$ cat src/rtl/ff_pipeline_sync_reset.sv
// Elastic register pipeline with per-stage valid bits, bubble collapsing and
// a combinational ready path; reset is synchronous and clears every stage.
module ff_pipeline_sync_reset #(
    parameter int               WIDTH       = 1,
    parameter int               DEPTH       = 1,
    parameter logic [WIDTH-1:0] RESET_VALUE = '0
) (
    input  logic                       clock,
    input  logic                       reset,
    input  logic [WIDTH-1:0]           d,
    input  logic                       in_valid,
    output logic                       in_ready,
    output logic [WIDTH-1:0]           q,
    output logic                       out_valid,
    input  logic                       out_ready,
    output logic [$clog2(DEPTH+1)-1:0] occupancy
);

    localparam int OCCW = $clog2(DEPTH + 1);

    logic [WIDTH-1:0] data [DEPTH];
    logic [DEPTH-1:0] valid;
    logic [DEPTH-1:0] advance;
    logic [DEPTH-1:0] capture;
    logic             blocked;
    logic             accept;
    logic             emit;

    // A stage is blocked only when every stage after it is occupied and the
    // sink is not taking data, which unrolls the ripple-back advance chain.
    always_comb begin
        blocked = 1'b0;
        advance = '0;
        for (int i = 0; i < DEPTH; i++) begin
            blocked = !out_ready;
            for (int j = i + 1; j < DEPTH; j++) begin
                blocked = blocked & valid[j];
            end
            advance[i] = valid[i] & ~blocked;
        end
    end

    assign in_ready  = !valid[0] || advance[0];
    assign accept    = in_valid && in_ready;
    assign emit      = advance[DEPTH-1];
    assign q         = data[DEPTH-1];
    assign out_valid = valid[DEPTH-1];

    always_comb begin
        capture    = '0;
        capture[0] = accept;
        for (int i = 1; i < DEPTH; i++) begin
            capture[i] = advance[i-1];
        end
    end

    // A stage that hands its item on goes empty unless it refills on the same edge.
    always_ff @(posedge clock) begin
        if (reset) begin
            valid     <= '0;
            occupancy <= '0;
            for (int i = 0; i < DEPTH; i++) begin
                data[i] <= RESET_VALUE;
            end
        end else begin
            for (int i = 0; i < DEPTH; i++) begin
                if (capture[i]) begin
                    valid[i] <= 1'b1;
                end else if (advance[i]) begin
                    valid[i] <= 1'b0;
                end
            end
            if (capture[0]) begin
                data[0] <= d;
            end
            for (int i = 1; i < DEPTH; i++) begin
                if (capture[i]) begin
                    data[i] <= data[i-1];
                end
            end
            if (accept && !emit) begin
                occupancy <= occupancy + OCCW'(1);
            end else if (!accept && emit) begin
                occupancy <= occupancy - OCCW'(1);
            end
        end
    end

endmodule

$ cat config.mk
export PLATFORM = sky130hd
export DESIGN_NAME = ff_pipeline_sync_reset
export DESIGN_NICKNAME = d
export VERILOG_FILES = /design/src/rtl/ff_pipeline_sync_reset.sv
export SDC_FILE = /design/constraint.sdc
export NUM_CORES = 1
export LEC_CHECK = 0
export ABC_CLOCK_PERIOD_IN_PS = 1300
export BUFFER_PORTS_ARGS = -buffer_cell sky130_fd_sc_hd__buf_4
export CAP_MARGIN = 25
export CORE_AREA = 2 2 39 41
export CTS_BUF_LIST = sky130_fd_sc_hd__clkbuf_16
export CTS_CLUSTER_SIZE = 16
export DETAILED_ROUTE_END_ITERATION = 8
export DIE_AREA = 0 0 41 43
export PLACE_DENSITY = 0.3
export SLEW_MARGIN = 20
export SYNTH_ARGS = -nofsm -noshare
export SYNTH_HDL_FRONTEND = slang
export SYNTH_SLANG_ARGS = --single-unit
$ cat constraint.sdc
create_clock -name clock -period 1.3 [get_ports clock]
set_input_delay 0.065 -clock clock [delete_from_list [all_inputs] [get_ports clock]]
set_output_delay 0.065 -clock clock [all_outputs]
set_load 0.03 [all_outputs]
==> results of run 1 <==
routing by layer:
metal	part of all wire	up-vias	track usage
met1	0.49	56	0.06109
li1	-	72	-
met5	0	-	0
met4	0	0	0.06000
met3	0.17	0	0.04712
met2	0.33	8	0.03750
logic make-up (layout without fill, tap and decap cells):
group	Yosys count	in the layout	synth area share
and+or+nand+nor	7	7	0.3091
AOI/OAI and AO/OA	3	3	0.1545
buffers and inverters	1	13	0.02725
DFF	3	3	0.5091
synth_stat cells:
cell      number  share of area
nand2b_1       3           0.14
dfxtp_1        2           0.29
a21o_1         1          0.055
a21oi_1        1          0.036
a21oi_2        1          0.064
edfxtp_1       1           0.22
inv_1          1          0.027
nand2_1        1          0.027
nand3_1        1          0.036
nand3b_1       1          0.055
nor3b_1        1          0.055
sequential cells by signal, summed over array words and instances, names as in the netlist:
signal and flops:
data 1, occupancy 1, out_valid 1
path summary, 6_finish.rpt:
check | startpoint | end | slack, ps | cells after the start
min reg2reg | occupancy$_SDFFE_PP0P_ | occupancy$_SDFFE_PP0P_ | 500 | 2
min | reset | occupancy$_SDFFE_PP0P_ | 30 | 2
max reg2reg | out_valid$_SDFFE_PP0P_ | data[0]$_DFFE_PP_ | 410 | 3
max | out_valid$_SDFFE_PP0P_ | in_ready | 370 | 2
layout make-up:
type	count	share of cell area
timing repair buffer	8	0.2025
tap	16	0.06751
multi-input combinational	10	0.2152
clock inverter	1	0.01266
sequential	3	0.2363
inverter	1	0.01266
clock buffer	3	0.2532
power groups by stage:
stage                     Sequential [µW]  Clock, µW  Combinational [µW]
after floorplan                       125          0                19.2
after global placement                111          0                60.8
after detailed placement              111          0                60.7
after CTS                             110        488                61.0
after global routing                  111        501                65.3
final                                 110        481                60.4
through the flow:
step                        util  worst slack, ps
after floorplan                -            21.60
after global placement    0.1573            433.2
after detailed placement  0.1573            401.5
after CTS                 0.2143            356.3
after global routing      0.2143            328.0
final                     0.2143            367.3
worst max-delay path: stages, from the launching register on:
cell,delay [ps]
dfxtp_1,360
nand2b_1,110
buf_4,180
==> summary.md, run 1 <==
| Metric | Value |
|---|---|
| Status | finished clean |
| Int Pwr | 529.4 µW |
| Via count | 136 |
| Sequential power share | 0.169 |
| Worst Hold Class | input pin to flop |
| Syn_nets | 19 |
| Vias in the first global route | 122 |
| Ys Warns | 0 |
| Least-Margin Pin Slew | 160.4 ps |
| WS Path Type | flop to output pin |
| ANT nets after route | 0 |
| Fmax | 1072 MHz |
| Worst hold slack | 25.49 ps |
| Total power | 651.3 µW |
| Pin count of the biggest net entering global routing | 5 |
| Seq cells post-synth | 3 |
| H-tree Lvls | 1 |
| Buffer count from post-CTS setup fixing | 0 |
| Seq/Total Area, Yosys | 0.5091 |
| CTS tree | done |
| First-pass GRT wire length | 476 µm |
| # IOs | 9 |
| Clock Power Share | 0.738 |
| Hpwl dp | 255 µm |
| Switching Power | 121.9 µW |
| Worst vdd ir | 0.4482 mV |
| Gpl congestion | 0.5840 |
| Fill count | 150 |
| DP Cell Count | 38 |
| Syn_area_per_cell | 9.831 µm² |
| Slew HR | 0.8928 |
| CP Launch Type | flop |
| Floorplan core area | 1384 µm² |
| Layout cell share with drive strength beyond 1 | 0.4615 |
| Fin crit period | 932.7 ps |
| Area of the multi-input gates | 63.81 µm² |
| Die Height | 43 µm |
| CTS Sinks | 3 |
| Drt total wl | 357 µm |
| Post-synthesis cell area | 137.6 µm² |
| Avg WL per Cell | 8.500 µm |
| Area after DPL | 217.7 µm² |
| Crit path capture type | output pin |
| Storage element area | 70.07 µm² |
| Die width | 41 µm |
| Hold Buf Count CTS | 0 |
| # DRC | 0 |
| Data required, critical path | 1240 ps |
| Post-route cell area | 296.5 µm² |
| PortBufs | 8 |
| Most frequent cells in the layout | buf_4, nand2b_1, clkbuf_16, inv_1, dfxtp_1 |
| Synth unique cells | 11 |
| Crit path arrival time | 870 ps |
| Period utilization | 0.7174 |
| Setup TNS | 0 ps |
| Worst Path Max Fanout | 4 |
| Area Growth Syn to Fin | 115.5% |
| Rows | 14 |
| Max Cap Violations | 0 |
| Lkg Pwr | 0.0001366 µW |
| Most common cell after layout, fill and taps aside | buf_4 |
| GR Overflow Total | 0 |
| Max Slew Vio Count | 0 |
| PD cells | 2196 nW/µm² |
| Die ar. | 1763 µm² |
| CTS buffer count | 3 |
| Syn Inst Count | 14 |
| First-pass DRT Iterations | 4 |
| Root Buffer | clkbuf_16 |
| Cts repair resizes | 0 |
| Deepest clock path buffer count | 2 |
| Worst-Skew Late Latency | 220 ps |
| Antenna violations before repair | 0 |
| Logic pwr share | 0.093 |
| Nets | 32 |
| GRT Total Usage | 0.04920 |
| 1st-iter DRT viols | 3 |
| Switching Share | 0.1871 |
| Clk slew on worst S/H paths | 30 ps |
| Unrepaired setup endpoints after global routing | false |
| Non-Filler Instances | 42 |
| Final setup vio count | 0 |
| Final Hold Vio Count | 0 |
| # diodes | 0 |
| Worst clock skew | 0.1123 ps |
| Post-DR vias/cell | 3.238 |
| Initial core utilization | 0.09946 |
Note: power is estimated with default switching activity, not from simulation.
==> run 2: changes to the inputs <==
--- a/config.mk
+++ b/config.mk
@@ -5,7 +5,8 @@
 export SDC_FILE = /design/constraint.sdc
 export NUM_CORES = 1
 export LEC_CHECK = 0
-export ABC_CLOCK_PERIOD_IN_PS = 1300
+export ABC_AREA = 1
+export ABC_CLOCK_PERIOD_IN_PS = 900
 export BUFFER_PORTS_ARGS = -buffer_cell sky130_fd_sc_hd__buf_4
 export CAP_MARGIN = 25
 export CORE_AREA = 2 2 39 41
==> constraint.sdc (replaced) <==
create_clock -name clock -period 0.9 [get_ports clock]
set_input_delay 0.045 -clock clock [delete_from_list [all_inputs] [get_ports clock]]
set_output_delay 0.045 -clock clock [all_outputs]
set_load 0.03 [all_outputs]
==> run 2 against run 1 <==
Count of clock-buffer cells in the layout stayed put. Critical path depth stayed put. Synthesized cell count is 36% higher. Combinational power is 60% higher. Sequential share of layout area is 0.94 points lower.
==> summary.md, run 2 <==
| Metric | Value |
|---|---|
| Status | finished clean |
| Data required, critical path | 850 ps |
| Deepest clock path buffer count | 2 |
| ANT nets after route | 0 |
| Worst clock skew | 0.6258 ps |
| Worst Hold Class | input pin to flop |
| WS Path Type | flop to output pin |
| Max Cap Violations | 0 |
| # diodes | 0 |
| H-tree Lvls | 1 |
| Initial core utilization | 0.09674 |
| Crit path arrival time | 810 ps |
| CP max stage delay | 370 ps |
| Syn_nets | 24 |
| Top sig layer | met4 |
| PD cells | 2927 nW/µm² |
| Ys Warns | 0 |
| Adder-Cell Fraction of Synth Area | 0 |
| Post-DR vias/cell | 3.521 |
| Layout cell share with drive strength beyond 1 | 0.4375 |
| Post-route cell area | 325.3 µm² |
| Seq cells post-synth | 3 |
| GRT Total Usage | 0.06131 |
| Gpl congestion | 0.5959 |
| Largest family of logic cells by synthesized area | simple AND/OR/NAND/NOR gates |
| CP Launch Type | flop |
| First-pass DRT Iterations | 2 |
| Met1 WL | 92 µm |
| Fin crit period | 857.1 ps |
| Die ar. | 1763 µm² |
| Syn_area_per_cell | 7.046 µm² |
| Fill count | 157 |
| Area of the multi-input gates | 68.82 µm² |
| Max Slew Vio Count | 0 |
| Synth Area in Compound Gates | 0.07477 |
| Crit path capture type | output pin |
| EDFF count, synth | 1 |
| Via count | 169 |
| Avg WL per Cell | 7.417 µm |
| Crit path max-delay cell type | dfxtp_4 |
| Drt total wl | 356 µm |
| Nets | 38 |
| CP top delay family | flip-flops |
| Antenna violations before repair | 0 |
| Met2 wire length | 222 µm |
| Root Buffer | clkbuf_16 |
| GR Overflow Total | 0 |
| Core Util, Final | 0.2351 |
| PortBufs | 8 |
| # DRC | 0 |
| Storage element area | 73.82 µm² |
| Floorplan core area | 1384 µm² |
| Worst Path Max Fanout | 4 |
| Lkg Pwr | 0.0001584 µW |
| Area after DPL | 234.0 µm² |
| Unrepaired setup endpoints after global routing | false |
| Top post-synthesis cells by count | nand2_1, inv_1, a21oi_1, dfxtp_1, nor2_1 |
| Multiplexer share of the synthesized area | 0 |
| Most frequent cells in the layout | buf_4, nand2_1, inv_1, clkbuf_16 |
| Setup TNS | 0 ps |
| CTS buffer count | 3 |
| CTS tree | done |
| Worst hold slack | 98.38 ps |
| Post-synthesis cell area | 133.9 µm² |
| First-pass GRT wire length | 641 µm |
| CP Cell Sequence | nand2_8 -> buf_4 |
| Final Hold Vio Count | 0 |
| Period utilization | 0.9524 |
| Worst-Skew Late Latency | 220 ps |
| Worst vdd ir | 0.5843 mV |
| Count leader, synth | nand2_1 |
| 1st-iter DRT viols | 5 |
| Area Growth Syn to Fin | 143.0% |
| Fmax | 1167 MHz |
| Synth area leaders | dfxtp_1, edfxtp_1, nand2_1 |
| Most used DFF post-synth | dfxtp_1 |
| Synth Area in Simple Gates | 0.3178 |
| Die Height | 43 µm |
| Yosys top cell by area | dfxtp_1 |
| Hpwl dp | 272.9 µm |
| Final setup vio count | 0 |
| Syn Inst Count | 19 |
| Rows | 14 |
| Clk slew on worst S/H paths | 30 ps |
| Most common cell after layout, fill and taps aside | buf_4 |
| Synth unique cells | 7 |
| Fraction of registers with async set/reset | 0 |
| Least-Margin Pin Slew | 157.2 ps |
| Die width | 41 µm |
| Total power | 952.1 µW |
| DR WL met3 | 25 µm |
| Vias in the first global route | 178 |
| Slew HR | 0.8951 |
| WP buf/inv | 1 |
| CTS Sinks | 3 |
| Synth Area in XOR/XNOR | 0 |
| Pin count of the biggest net entering global routing | 5 |
| Area fraction of the dominant cell type after synthesis | 0.2991 |
| Seq/Total Area, Yosys | 0.5234 |
| # IOs | 9 |
==> run 2: report_power, final <==
group          internal (µW)  switching [µW]
clock network            573             121
logic                   42.2            54.5
registers                152            10.1
==> run 2: path summary, 6_finish.rpt <==
check | startpoint | endpoint | slack, ps | cells after the start
worst min-delay path | in_valid | out_valid$_SDFFE_PP0P_ | 100 | 3
worst max-delay path | out_valid$_SDFFE_PP0P_ | in_ready | 40 | 2
worst max register to register | out_valid$_SDFFE_PP0P_ | data[0]$_DFFE_PP_ | 70 | 3
worst min register to register | out_valid$_SDFFE_PP0P_ | out_valid$_SDFFE_PP0P_ | 500 | 2
==> run 2: area by class of cell <==
class,count,share of cell area
clock buffer,3,0.2308
multi-input combinational,13,0.2115
clock inverter,1,0.01154
inverter,3,0.04231
tap,16,0.06154
sequential,3,0.2269
timing repair buffer,9,0.2154
==> run 2: stage by stage <==
stage,setup WS (ps),instances
CTS,25.11,48
detailed placement,70.43,43
floorplan,9.300,19
global placement,80.99,43
finish,42.86,48
global route,4.354,48
==> run 2: logic make-up (layout without fill, tap and decap cells) <==
group | count (synthesis) | in the layout
AO/OA/AOI/OAI | 2 | 2
buffers and inverters | 3 | 16
flip-flops | 3 | 3
AND/OR/NAND/NOR | 11 | 11
==> run 2: timing repair <==
| item | in CTS | in global routing |
|---|---|---|
| setup endpoints to repair | 0 | 2 |
| resized for setup | 0 | 2 |
| setup buffers | 0 | 0 |
| endpoints found under the hold margin | 1 | 0 |
| hold buffers | 1 | 0 |
==> run 2: per-layer routing <==
| metal | vias up | global-route usage |
|---|---|---|
| met5 | - | 0 |
| met4 | 0 | 0.08000 |
| met3 | 3 | 0.03141 |
| met2 | 5 | 0.08438 |
| met1 | 77 | 0.05161 |
| li1 | 84 | - |
==> run 2: worst reg2reg max path: cells and delay by family, from the launching register on <==
kind	cells	cell delay, ps
simple gates	3	180
flops	1	360
==> run 3: changes to the inputs <==
--- a/config.mk
+++ b/config.mk
@@ -15,6 +15,7 @@
 export DETAILED_ROUTE_END_ITERATION = 8
 export DIE_AREA = 0 0 41 43
 export PLACE_DENSITY = 0.3
+export SETUP_SLACK_MARGIN = 0.4
 export SLEW_MARGIN = 20
 export SYNTH_ARGS = -nofsm -noshare
 export SYNTH_HDL_FRONTEND = slang
==> run 3 against run 2 <==
The flow now finishes with violations (negative hold slack). Maximum frequency up 3.5%. Clock skew up 0.89 ps. Cell count unchanged. Power about the same. Die area unchanged. Non-clock buffer count unchanged. Wire length up 0.56%. Combinational power up 9.5%. Sequential cell count unchanged. Global-route usage down 0.42 points. Register-to-register slack better by 30 ps.
==> summary.md, run 3 (same netlist as run 2, synthesis figures left out) <==
| Metric | Value |
|---|---|
| Final setup vio count | 0 |
| Storage element area | 75.07 µm² |
| Initial core utilization | 0.09674 |
| First-pass DRT Iterations | 3 |
| CTS tree | done |
| PortBufs | 8 |
| Status | complete, but fails checks |
| Area Growth Syn to Fin | 155.1% |
| Root Buffer | clkbuf_16 |
| Deepest clock path buffer count | 2 |
| Hpwl dp | 286.9 µm |
| Grt peak-use layer | met3 |
| # diodes | 0 |
| H-tree Lvls | 1 |
| Layout cell share with drive strength beyond 1 | 0.5625 |
| WS Path Type | flop to output pin |
| Max Cap Violations | 0 |
| Clk slew on worst S/H paths | 30 ps |
| Antenna violations before repair | 0 |
| ANT nets after route | 0 |
| Final Hold Vio Count | 1 |
| WP buf/inv | 1 |
| Vias in the first global route | 173 |
| Drt total wl | 358 µm |
| Most common cell after layout, fill and taps aside | buf_4 |
| # DRC | 0 |
| # IOs | 9 |
| Die Height | 43 µm |
| CP Cell Sequence | nand2_8 -> buf_6 |
| Met3 Track Usage GR | 0.07853 |
| PD cells | 2790 nW/µm² |
| Most frequent cells in the layout | buf_4, nand2_1, inv_1, clkbuf_16, buf_6 |
| Fmax | 1207 MHz |
| Worst vdd ir | 1.728 mV |
| Area of the multi-input gates | 77.57 µm² |
| Crit path capture type | output pin |
| Worst-Skew Late Latency | 220 ps |
| Slew HR | 0.8941 |
| Pin count of the biggest net entering global routing | 5 |
| Rows | 14 |
| Fin crit period | 828.2 ps |
| Setup TNS | 0 ps |
| Fill count | 159 |
| Worst Path Max Fanout | 4 |
| Via count | 166 |
| Gpl congestion | 0.6365 |
| Crit path max-delay cell type | dfxtp_4 |
| CP top delay family | flip-flops |
| Worst hold slack | -23.00 ps |
| Least-Margin Pin Slew | 158.7 ps |
| Die ar. | 1763 µm² |
| Lkg Pwr | 0.0001635 µW |
| Floorplan core area | 1384 µm² |
| Max Slew Vio Count | 0 |
| CP max stage delay | 370 ps |
| 1st-iter DRT viols | 3 |
| Post-DR vias/cell | 3.458 |
| GRT Total Usage | 0.05711 |
| GR Overflow Total | 0 |
| First-pass GRT wire length | 607 µm |
| CP Launch Type | flop |
| Worst clock skew | 1.519 ps |
| Crit path arrival time | 780 ps |
| CTS Sinks | 3 |
| Period utilization | 0.9203 |
| Worst Hold Class | input pin to flop |
| Nets | 38 |
| Die width | 41 µm |
| Failing checks | negative hold slack |
| Met1 Use GR | 0.05112 |
| Unrepaired setup endpoints after global routing | true |
| CTS buffer count | 3 |
| Setup slack, reg-to-reg | 100 ps |
| Avg WL per Cell | 7.458 µm |
| Data required, critical path | 850 ps |
| Met2 usage | 0.07188 |
==> run 3: cell types whose count changed in the layout (fill, tap and decap cells not counted) <==
cell,delta
nand2_2,+2
buf_6,+3
buf_4,-2
inv_1,+1
dfxtp_2,+1
dlygate4sd3_1,-1
a21oi_2,+1
a21oi_1,-1
inv_4,-1
dfxtp_1,-1
nand2_1,-2
==> run 3: worst paths after layout <==
path                                              from                endpoint  cells after the start
worst max register to register  out_valid$_SDFFE_PP0P_       data[0]$_DFFE_PP_                      3
worst max-delay path            out_valid$_SDFFE_PP0P_                in_ready                      2
worst min-delay path                             reset  out_valid$_SDFFE_PP0P_                      2
worst min register to register  occupancy$_SDFFE_PP0P_  occupancy$_SDFFE_PP0P_                      2
==> run 3: layout make-up <==
class	count	area share
repair buffers	9	0.2308
multi-input cells	13	0.2271
flip-flops and latches	3	0.2198
clock buffers	3	0.2198
well taps	16	0.05861
inverters	3	0.03297
clock inverters	1	0.01099
==> run 3: metal layers <==
metal | wire length, µm | part of all wire | vias up
met3 | 53 | 0.15 | 0
li1 | - | - | 84
met2 | 175 | 0.49 | 9
met4 | 0 | 0 | 0
met1 | 128 | 0.36 | 73
met5 | 0 | 0 | -
==> run 3: repair_timing <==
| action | CTS | global route |
|---|---|---|
| hold endpoints to repair | 1 | 1 |
| endpoints found under the setup margin | 8 | 8 |
| gates resized for setup | 4 | 1 |
| buffers inserted | 1 | 0 |
| pin swaps | 3 | 0 |
==> run 3: report_power, final <==
part           switching [µW]  internal, µW  leakage, µW
registers                11.6           153    0.0000284
logic                    56.8          49.1    0.0000928
clock network             111           572    0.0000423
total                     179           774     0.000163
==> run 3: metrics by stage <==
step	instance area, µm²	util	instances	setup WS [ps]	total power [µW]
finish	341.6	0.2468	48	71.76	953.0
detailed placement	237.7	0.1718	43	89.14	259.2
CTS	339.1	0.2450	48	62.09	968.6
floorplan	157.7	-	19	23.29	218.8
global route	341.6	0.2468	48	47.81	1003
global placement	237.7	0.1718	43	95.38	258.4
